==> src/rtl/mc_pkg.sv <==
// Shared encodings for the multicycle controller: FSM states, opcodes, datapath select codes
// and the packed control-word bundle driven to the datapath.
package mc_pkg;

   typedef enum logic [3:0] {
      S_FETCH  = 4'd0,
      S_DECODE = 4'd1,
      S_MEMADR = 4'd2,
      S_MEMRD  = 4'd3,
      S_MEMWB  = 4'd4,
      S_MEMWR  = 4'd5,
      S_RTEX   = 4'd6,
      S_RTWB   = 4'd7,
      S_BEQ    = 4'd8,
      S_IEX    = 4'd9,
      S_IWB    = 4'd10,
      S_JUMP   = 4'd11
   } state_t;

   localparam logic [5:0] OP_RTYPE = 6'b000000;
   localparam logic [5:0] OP_J     = 6'b000010;
   localparam logic [5:0] OP_BEQ   = 6'b000100;
   localparam logic [5:0] OP_ADDI  = 6'b001000;
   localparam logic [5:0] OP_ANDI  = 6'b001100;
   localparam logic [5:0] OP_LW    = 6'b100011;
   localparam logic [5:0] OP_SW    = 6'b101011;

   localparam logic [1:0] ALU_ADD   = 2'b00;
   localparam logic [1:0] ALU_SUB   = 2'b01;
   localparam logic [1:0] ALU_FUNCT = 2'b10;
   localparam logic [1:0] ALU_AND   = 2'b11;

   localparam logic [1:0] SRCB_RT      = 2'b00;
   localparam logic [1:0] SRCB_FOUR    = 2'b01;
   localparam logic [1:0] SRCB_IMM     = 2'b10;
   localparam logic [1:0] SRCB_IMM_SH2 = 2'b11;

   localparam logic [1:0] PCSRC_ALU    = 2'b00;
   localparam logic [1:0] PCSRC_ALUOUT = 2'b01;
   localparam logic [1:0] PCSRC_JUMP   = 2'b10;

   typedef struct packed {
      logic       pc_write;
      logic       pc_write_cond;
      logic       iord;
      logic       mem_read;
      logic       mem_write;
      logic       ir_write;
      logic       mem_to_reg;
      logic       reg_dst;
      logic       reg_write;
      logic       alu_src_a;
      logic [1:0] alu_src_b;
      logic [1:0] alu_op;
      logic [1:0] pc_source;
      logic       instr_done;
   } ctrl_t;

endpackage

==> src/rtl/mc_output_decoder.sv <==
// Combinational state-to-control decode; zero latency. The only mem_ready dependence is the
// FETCH load strobes and the MEMWR retire pulse, so a stalled access keeps its request held.
module mc_output_decoder
   import mc_pkg::*;
(
   input  state_t     state,
   input  logic [5:0] opcode_q,
   input  logic       mem_ready,
   output ctrl_t      ctrl
);

   always_comb begin
      ctrl = '0;
      case (state)
         S_FETCH: begin
            ctrl.mem_read  = 1'b1;
            ctrl.alu_src_b = SRCB_FOUR;
            ctrl.alu_op    = ALU_ADD;
            ctrl.pc_source = PCSRC_ALU;
            ctrl.ir_write  = mem_ready;
            ctrl.pc_write  = mem_ready;
         end
         S_DECODE: begin
            ctrl.alu_src_b = SRCB_IMM_SH2;
            ctrl.alu_op    = ALU_ADD;
         end
         S_MEMADR: begin
            ctrl.alu_src_a = 1'b1;
            ctrl.alu_src_b = SRCB_IMM;
            ctrl.alu_op    = ALU_ADD;
         end
         S_MEMRD: begin
            ctrl.mem_read = 1'b1;
            ctrl.iord     = 1'b1;
         end
         S_MEMWB: begin
            ctrl.reg_write  = 1'b1;
            ctrl.mem_to_reg = 1'b1;
            ctrl.instr_done = 1'b1;
         end
         // A store retires in the cycle its write is accepted.
         S_MEMWR: begin
            ctrl.mem_write  = 1'b1;
            ctrl.iord       = 1'b1;
            ctrl.instr_done = mem_ready;
         end
         S_RTEX: begin
            ctrl.alu_src_a = 1'b1;
            ctrl.alu_src_b = SRCB_RT;
            ctrl.alu_op    = ALU_FUNCT;
         end
         S_RTWB: begin
            ctrl.reg_write  = 1'b1;
            ctrl.reg_dst    = 1'b1;
            ctrl.instr_done = 1'b1;
         end
         S_BEQ: begin
            ctrl.alu_src_a     = 1'b1;
            ctrl.alu_src_b     = SRCB_RT;
            ctrl.alu_op        = ALU_SUB;
            ctrl.pc_write_cond = 1'b1;
            ctrl.pc_source     = PCSRC_ALUOUT;
            ctrl.instr_done    = 1'b1;
         end
         S_IEX: begin
            ctrl.alu_src_a = 1'b1;
            ctrl.alu_src_b = SRCB_IMM;
            ctrl.alu_op    = (opcode_q == OP_ANDI) ? ALU_AND : ALU_ADD;
         end
         S_IWB: begin
            ctrl.reg_write  = 1'b1;
            ctrl.instr_done = 1'b1;
         end
         S_JUMP: begin
            ctrl.pc_write   = 1'b1;
            ctrl.pc_source  = PCSRC_JUMP;
            ctrl.instr_done = 1'b1;
         end
         default: ;
      endcase
   end

endmodule

==> src/rtl/multicycle_control.sv <==
// Multicycle MIPS-subset control FSM: 3-5 cycles per instruction when memory answers at once.
// Memory stalls hold the FSM in FETCH/MEMRD/MEMWR with the request asserted until mem_ready.
module multicycle_control
   import mc_pkg::*;
(
   input  logic        clk,
   input  logic        reset,
   input  logic [5:0]  opcode,
   input  logic        mem_ready,
   output logic        pc_write,
   output logic        pc_write_cond,
   output logic        iord,
   output logic        mem_read,
   output logic        mem_write,
   output logic        ir_write,
   output logic        mem_to_reg,
   output logic        reg_dst,
   output logic        reg_write,
   output logic        alu_src_a,
   output logic [1:0]  alu_src_b,
   output logic [1:0]  alu_op,
   output logic [1:0]  pc_source,
   output logic [3:0]  state,
   output logic        instr_done,
   output logic        illegal_op,
   output logic [31:0] instr_count
);

   state_t      state_q, state_d;
   logic [5:0]  opcode_q, opcode_d;
   logic [31:0] instr_count_q, instr_count_d;
   logic        illegal_d;
   ctrl_t       ctrl_dec, ctrl_out;

   mc_output_decoder u_dec (
      .state     (state_q),
      .opcode_q  (opcode_q),
      .mem_ready (mem_ready),
      .ctrl      (ctrl_dec)
   );

   always_comb begin
      state_d   = state_q;
      opcode_d  = opcode_q;
      illegal_d = 1'b0;
      case (state_q)
         S_FETCH:  if (mem_ready) state_d = S_DECODE;
         S_DECODE: begin
            opcode_d = opcode;
            case (opcode)
               OP_LW, OP_SW:     state_d = S_MEMADR;
               OP_RTYPE:         state_d = S_RTEX;
               OP_BEQ:           state_d = S_BEQ;
               OP_ADDI, OP_ANDI: state_d = S_IEX;
               OP_J:             state_d = S_JUMP;
               default: begin
                  state_d   = S_FETCH;
                  illegal_d = 1'b1;
               end
            endcase
         end
         S_MEMADR: state_d = (opcode_q == OP_SW) ? S_MEMWR : S_MEMRD;
         S_MEMRD:  if (mem_ready) state_d = S_MEMWB;
         S_MEMWR:  if (mem_ready) state_d = S_FETCH;
         S_RTEX:   state_d = S_RTWB;
         S_IEX:    state_d = S_IWB;
         default:  state_d = S_FETCH;
      endcase
   end

   assign instr_count_d = instr_count_q + {31'd0, ctrl_dec.instr_done};

   always_ff @(posedge clk or posedge reset) begin
      if (reset) begin
         state_q       <= S_FETCH;
         opcode_q      <= '0;
         instr_count_q <= '0;
      end else begin
         state_q       <= state_d;
         opcode_q      <= opcode_d;
         instr_count_q <= instr_count_d;
      end
   end

   // Reset forces every strobe low at once, without waiting for a clock.
   assign ctrl_out = reset ? '0 : ctrl_dec;

   assign pc_write      = ctrl_out.pc_write;
   assign pc_write_cond = ctrl_out.pc_write_cond;
   assign iord          = ctrl_out.iord;
   assign mem_read      = ctrl_out.mem_read;
   assign mem_write     = ctrl_out.mem_write;
   assign ir_write      = ctrl_out.ir_write;
   assign mem_to_reg    = ctrl_out.mem_to_reg;
   assign reg_dst       = ctrl_out.reg_dst;
   assign reg_write     = ctrl_out.reg_write;
   assign alu_src_a     = ctrl_out.alu_src_a;
   assign alu_src_b     = ctrl_out.alu_src_b;
   assign alu_op        = ctrl_out.alu_op;
   assign pc_source     = ctrl_out.pc_source;
   assign instr_done    = ctrl_out.instr_done;
   assign illegal_op    = illegal_d & ~reset;
   assign state         = state_q;
   assign instr_count   = instr_count_q;

endmodule
==> config.mk <==
export PLATFORM = sky130hd
export DESIGN_NAME = multicycle_control
export DESIGN_NICKNAME = d
export VERILOG_FILES = /design/src/rtl/mc_pkg.sv /design/src/rtl/mc_output_decoder.sv /design/src/rtl/multicycle_control.sv
export SDC_FILE = /design/constraint.sdc
export NUM_CORES = 1
export LEC_CHECK = 0
export BUFFER_PORTS_ARGS = -buffer_cell sky130_fd_sc_hd__buf_4
export CORE_MARGIN = 2
export CORE_UTILIZATION = 56
export CTS_CLUSTER_SIZE = 30
export DETAILED_ROUTE_END_ITERATION = 7
export PLACE_DENSITY_LB_ADDON = 0.3
export SYNTH_ARGS = -nofsm -noshare
export SYNTH_HDL_FRONTEND = slang
export SYNTH_SLANG_ARGS = --single-unit
==> constraint.sdc <==
create_clock -name clk -period 7.6 [get_ports clk]
set_input_delay 0.38 -clock clk [delete_from_list [all_inputs] [get_ports clk]]
set_output_delay 0.38 -clock clk [all_outputs]
set_load 0.02 [all_outputs]
======== Yosys cells after proc, flatten, opt, wreduce, memory -nomap -nowiden ========
Index checks and enable logic that the tools add are counted.
operators by class
  equality and inequality tests ........... 22
  multiplexer cells ....................... 23
  bitwise gates (word level) .............. 2
  reductions and logical operators ........ 11
  add/sub/neg operators ................... 1
operators by type and width
  operator            number
  $add 32x1->32       1
  $pmux 4 s7          1
  $pmux 4 s6          1
  $pmux 4 s5          1
  $eq 6x4->1 const B  3
  $eq 6x6->1 const B  3
  $mux 17             1
  $eq 4x3->1 const B  4
  $eq 4x4->1 const B  4
  $mux 4              3
  $mux 1              11
  $eq 4x2->1 const B  2
  $reduce_or 2->1     4
  $reduce_or 7->1     1
  $eq 6x2->1 const B  1
  $eq 6x3->1 const B  1
  $logic_not 6->1     1
  $ne 2x2->1 const B  3
  $reduce_or 5->1     1
  $eq 4x1->1 const B  1
  $logic_not 4->1     1
  $pmux 1 s2          2
  $pmux 2 s2          1
  $reduce_or 4->1     1
  other kinds (6)     6
word-level totals
  register bits ........................... 42
  output and inout port bits .............. 54
  logic and storage cells ................. 62

======== Logic depth before layout (Yosys ltp) ========
  depth in word-level cells ............... 5
  mapped depth ............................ 12
  gate-level depth less buffers ........... 10

======== Hierarchy ========
Synthesis repeated with hierarchy kept, for this count alone.
second synthesis, totals
  cells, all modules ...................... 224
  area total of the unflattened synthesis .. 2,329.7 um^2
by module, submodules not included
  module              area an instance (um^2)  times used  cells an instance
  multicycle_control  2,108.3                  1           190
  mc_output_decoder   221.5                    1           34

======== Least setup slack after synthesis ========
Ideal clock, no wire load.
  path type ............................... reg-to-reg
  start point ............................. register state_q[3], in the netlist state[3]
  end point ............................... register instr_count_q[31], in the netlist instr_count[31]
  setup slack ............................. 5.000 ns
  arrival ................................. 2.520 ns
  period minus slack after synthesis ...... 2.600 ns
  path buffers ............................ 3
  cell stages (with the launch flop) ...... 11
  required time ........................... 7.521 ns
  path through ............................ dfrtp_1 > clkbuf_1 > clkbuf_1 > a21oi_1 > nor3_1 > ha_1 > nand2_1 > or4_1 > buf_6 > nor4_4 > xor2_1
between the ends
  word-level cells in the longest chain between the ends .. 4
  elaborated cells on any way between the ends .. 9
RTL lines
  item                                             RTL line                  source
  start: declaration                               multicycle_control.sv:29  state_t state_q, state_d;
  start signal: assignment                         multicycle_control.sv:79  state_q <= state_d;
  $eq 4x3->1 / $eq 4x4->1 (equally long branches)  mc_output_decoder.sv:14   case (state)
  $reduce_or 5->1 (no line)                        --
  $pmux 1 s2 (*)                                   mc_output_decoder.sv:14
  $add 32x1->32 (*)                                multicycle_control.sv:71  assign instr_count_d = instr_count_q + {31'd0, ctrl_dec.instr_done};
  net instr_count_d[31]                            multicycle_control.sv:31  logic [31:0] instr_count_q, instr_count_d;
  end signal: assignment                           multicycle_control.sv:81  instr_count_q <= instr_count_d;
  end: declaration                                 multicycle_control.sv:31
Mark *: on every way through the listed nets, which the timed path passes. The rest lies on a longest branch.
A chain may end at the register's enable or synchronous reset.

======== Worst setup path after layout ========
  start point ............................. register state_q[1], in the netlist state[1]
  end point ............................... register instr_count_q[24], in the netlist instr_count[24]
The elaborated chain is that of the path after synthesis.

==> reports/results.tsv <==
stage	metric	value	unit
run_status	status	complete, no violations	
yosys	synth_edf_count	0	
yosys	synthCells	238	
yosys	netlist.area_leader.share	45.2	%
route	wl	5260	um
global_routing	grt_pass1_vias	1746	
clock_tree	cts-resized-gates	0	
timing	fin_crit_sh	38.3	%
yosys	synth_common_cells	dfrtp_1, nor2_1, xnor2_1, xor2_1	
power_and_ir_drop	leakagePower	1.44	nW
yosys	ys_ff_latch	42	
critical_path	critical_path_class	register to register	
global_routing	antenna_found_initial	0	
route	ant_nets	0	
clock_tree	htreeDepth	2	
timing	relSlewSlack	61.1	%
route	num_vias	1968	
global_routing	grt_pass1_wl	8360	um
placed_design	place.detailed.hpwl	3810	um
floorplan	die_h	68.4	um
floorplan	core_area	4000	um2
clock_tree	insertion_delay	0.30	ns
final_layout	ff_latch_area	1050	um2
final_layout	area_growth	25.3	%
floorplan	num_io_pins	63	
final_layout	final_util	72.8	%
critical_path	timing.rr.end	instr_count[24]$_DFF_PP0_	
placed_design	portBuffers	62	
yosys	ys.flop_type	dfrtp_1	
global_routing	use_met2	36.2	%
clock_tree	hold_buffers	0	
global_routing	overflow	0	
yosys	ys_types	45	
yosys	synth_largest_area_cell	dfrtp_1	
final_layout	drive_above_1_share	29.1	%
yosys	async_flop_share	100	%
power_and_ir_drop	ir_drop	0.000233	V
global_routing	met3_usage	3.78	%
critical_path	crit_chain	nand2b_1 -> a21oi_1 -> nor3_1 -> ha_1 -> ha_1 -> and4_1 -> nand4_1 -> nor4_1 -> xor2_1	
global_routing	grt_usage	24.2	%
final_layout	fin_nets	306	
critical_path	slowest_stage	dfrtp_1	
clock_tree	cts_tree	done	
power_and_ir_drop	power	736	uW
timing	setup_viol	0	
global_routing	use_met1	34.9	%
yosys	syn_area_per_cell	9.76	um2
timing	fin_tns_setup	0	ns
route	post_drt_wl_per_cell	15.2	um
floorplan	dieArea	4680	um2
clock_tree	cts_made_buffers	5	
clock_tree	path_clk_slew	0.09	ns
power_and_ir_drop	seqPwrFrac	42.3	%
placed_design	gp_congestion	0.874	
route	drtPass1Iterations	4	
route	drc	0	
power_and_ir_drop	pwr_density_cell	253	nW/um2
critical_path	cp.required	7.83	ns
timing	clock.fmax	343	MHz
timing	finalHoldViolCount	0	
timing	fin_skew	0.0178	ns
yosys	synth-warning-count	0	
critical_path	reg2reg_from	state[1]$_DFFE_PP0P_	
clock_tree	cts-root-buf	clkbuf_8	
power_and_ir_drop	swShare	36.2	%
timing	drv_slew	0	
yosys	yosys.cell_count.top_type	dfrtp_1	
critical_path	crit_path_max_incr_delay	0.72	ns
power_and_ir_drop	p_comb_share	33.3	%
global_routing	grt_max_degree	43	
critical_path	arrival	3.14	ns
critical_path	end_kind	register	
final_layout	multi_input_area	1180	um2
floorplan	dieWidth	68.4	um
route	drt_iter0_drc	155	
yosys	syn_nets	249	
clock_tree	cts_sinks	42	
critical_path	ff2ff_path_depth	9	
critical_path	rrSetupSlack	4.69	ns
power_and_ir_drop	p_clk_share	24.4	%
clock_tree	postCtsSetupRepairBufs	0	
yosys	synthTopCellsByArea	dfrtp_1, xnor2_1, xor2_1	
final_layout	antenna-diode-count	0	
critical_path	cp_max_fo	20	
run	maxCapViolCount	0	
critical_path	worstSetupStartpointType	register	
power_and_ir_drop	intPower	470	uW
clock_tree	cts_buffer_depth	2	
power_and_ir_drop	switchingPower	266	uW
timing	min_period	2.91	ns
critical_path	crit_top_cell	ha_1	
timing	grt_setup_unrepaired	false	
floorplan	start_util	58.1	%
yosys	seq_area_frac_synth	45.2	%
global_routing	busiest_layer	met2	
hold_path	hold_class	primary input to async pin	
yosys	synth_area	2320	um2
timing	tightest_slew	0.583	ns
final_layout	fill_cells	312	
route	vias_per_cell	5.69	
floorplan	fp-row-count	23	
-- worst max-delay path by stage --
stage,startpoint,endpoint,slack (ns)
after floorplan,state[3]$_DFFE_PP0P_,instr_count[31]$_DFF_PP0_,5.00
after global placement,state[1]$_DFFE_PP0P_,instr_count[31]$_DFF_PP0_,4.91
after detailed placement,state[1]$_DFFE_PP0P_,instr_count[24]$_DFF_PP0_,4.75
after CTS,state[1]$_DFFE_PP0P_,instr_count[24]$_DFF_PP0_,4.71
after global routing,state[1]$_DFFE_PP0P_,instr_count[24]$_DFF_PP0_,4.42
final,state[1]$_DFFE_PP0P_,instr_count[24]$_DFF_PP0_,4.69
-- layer usage --
layer	vias up	wire length [um]
met2	68	2480
li1	959	-
met3	10	297
met4	0	95
met1	931	2390
met5	-	0
-- per-stage QoR --
step	hold slack, ns	cell area (um2)	std cells	setup WS (ns)
2_1_floorplan	0.473	2320	238	5.00
3_3_place_gp	0.460	2800	338	4.91
3_5_place_dp	0.468	2800	338	4.75
4_1_cts	0.327	2910	346	4.71
5_1_grt	0.350	2910	346	4.42
6_report	0.307	2910	346	4.69
-- cell families (layout without fill, tap and decap cells) --
group | count (synthesis) | count (layout) | synth area share, %
xor gates and xnor gates | 32 | 32 | 12.1
DFF | 42 | 42 | 45.2
AOI/OAI and AO/OA | 25 | 25 | 7.05
adders and majority gates | 2 | 2 | 1.08
buffers and inverters | 20 | 78 | 3.77
muxes | 6 | 6 | 2.91
and+or+nand+nor | 111 | 111 | 27.9
-- power groups by stage --
stage | Clock (mW) | Sequential, mW | Combinational, mW
2_1_floorplan | 0 | 0.308 | 0.162
3_3_place_gp | 0 | 0.312 | 0.241
3_5_place_dp | 0 | 0.314 | 0.244
4_1_cts | 0.181 | 0.311 | 0.247
5_1_grt | 0.190 | 0.320 | 0.269
6_report | 0.180 | 0.312 | 0.245
-- worst max-delay path, delay by kind of cell, from the launching register on --
kind | cells | cell delay, ns
adders and majority gates | 2 | 0.45
AOI/OAI and AO/OA | 1 | 0.10
and+or+nand+nor | 5 | 1.39
DFF | 1 | 0.72
xor gates and xnor gates | 1 | 0.18
-- layout by cell type (no fill, tap or decap), types with 2 or more instances in the layout --
cell type	synthesis	routed
a211oi_1	3	3
a21oi_1	6	6
a22oi_1	2	2
and3_1	6	6
and4_1	3	3
buf_4	1	63
clkbuf_8	0	5
dfrtp_1	42	42
ha_1	2	2
inv_1	6	6
mux2_2	6	6
nand2_1	13	13
nand2b_1	6	6
nand3_1	13	13
nand4_1	11	11
nor2_1	16	16
nor2b_1	6	6
nor3_1	13	13
nor4_1	7	7
nor4_4	2	2
o21ai_0	6	6
or2_2	3	3
or4_1	3	3
xnor2_1	16	16
xor2_1	16	16
-- layout make-up --
cell class / count / share of cell area (%)
Clock buffer: 5 / 2.36
Clock inverter: 3 / 1.50
Inverter: 7 / 0.903
Multi-Input combinational cell: 176 / 40.7
Sequential cell: 42 / 36.1
Tap cell: 50 / 2.15
Timing Repair Buffer: 63 / 16.3
-- sequential cells by signal, indices dropped and copies added, names as in the netlist --
name and flops:
state 4, instr_count 32, opcode_q 6
(Power assumes the default switching activity.)
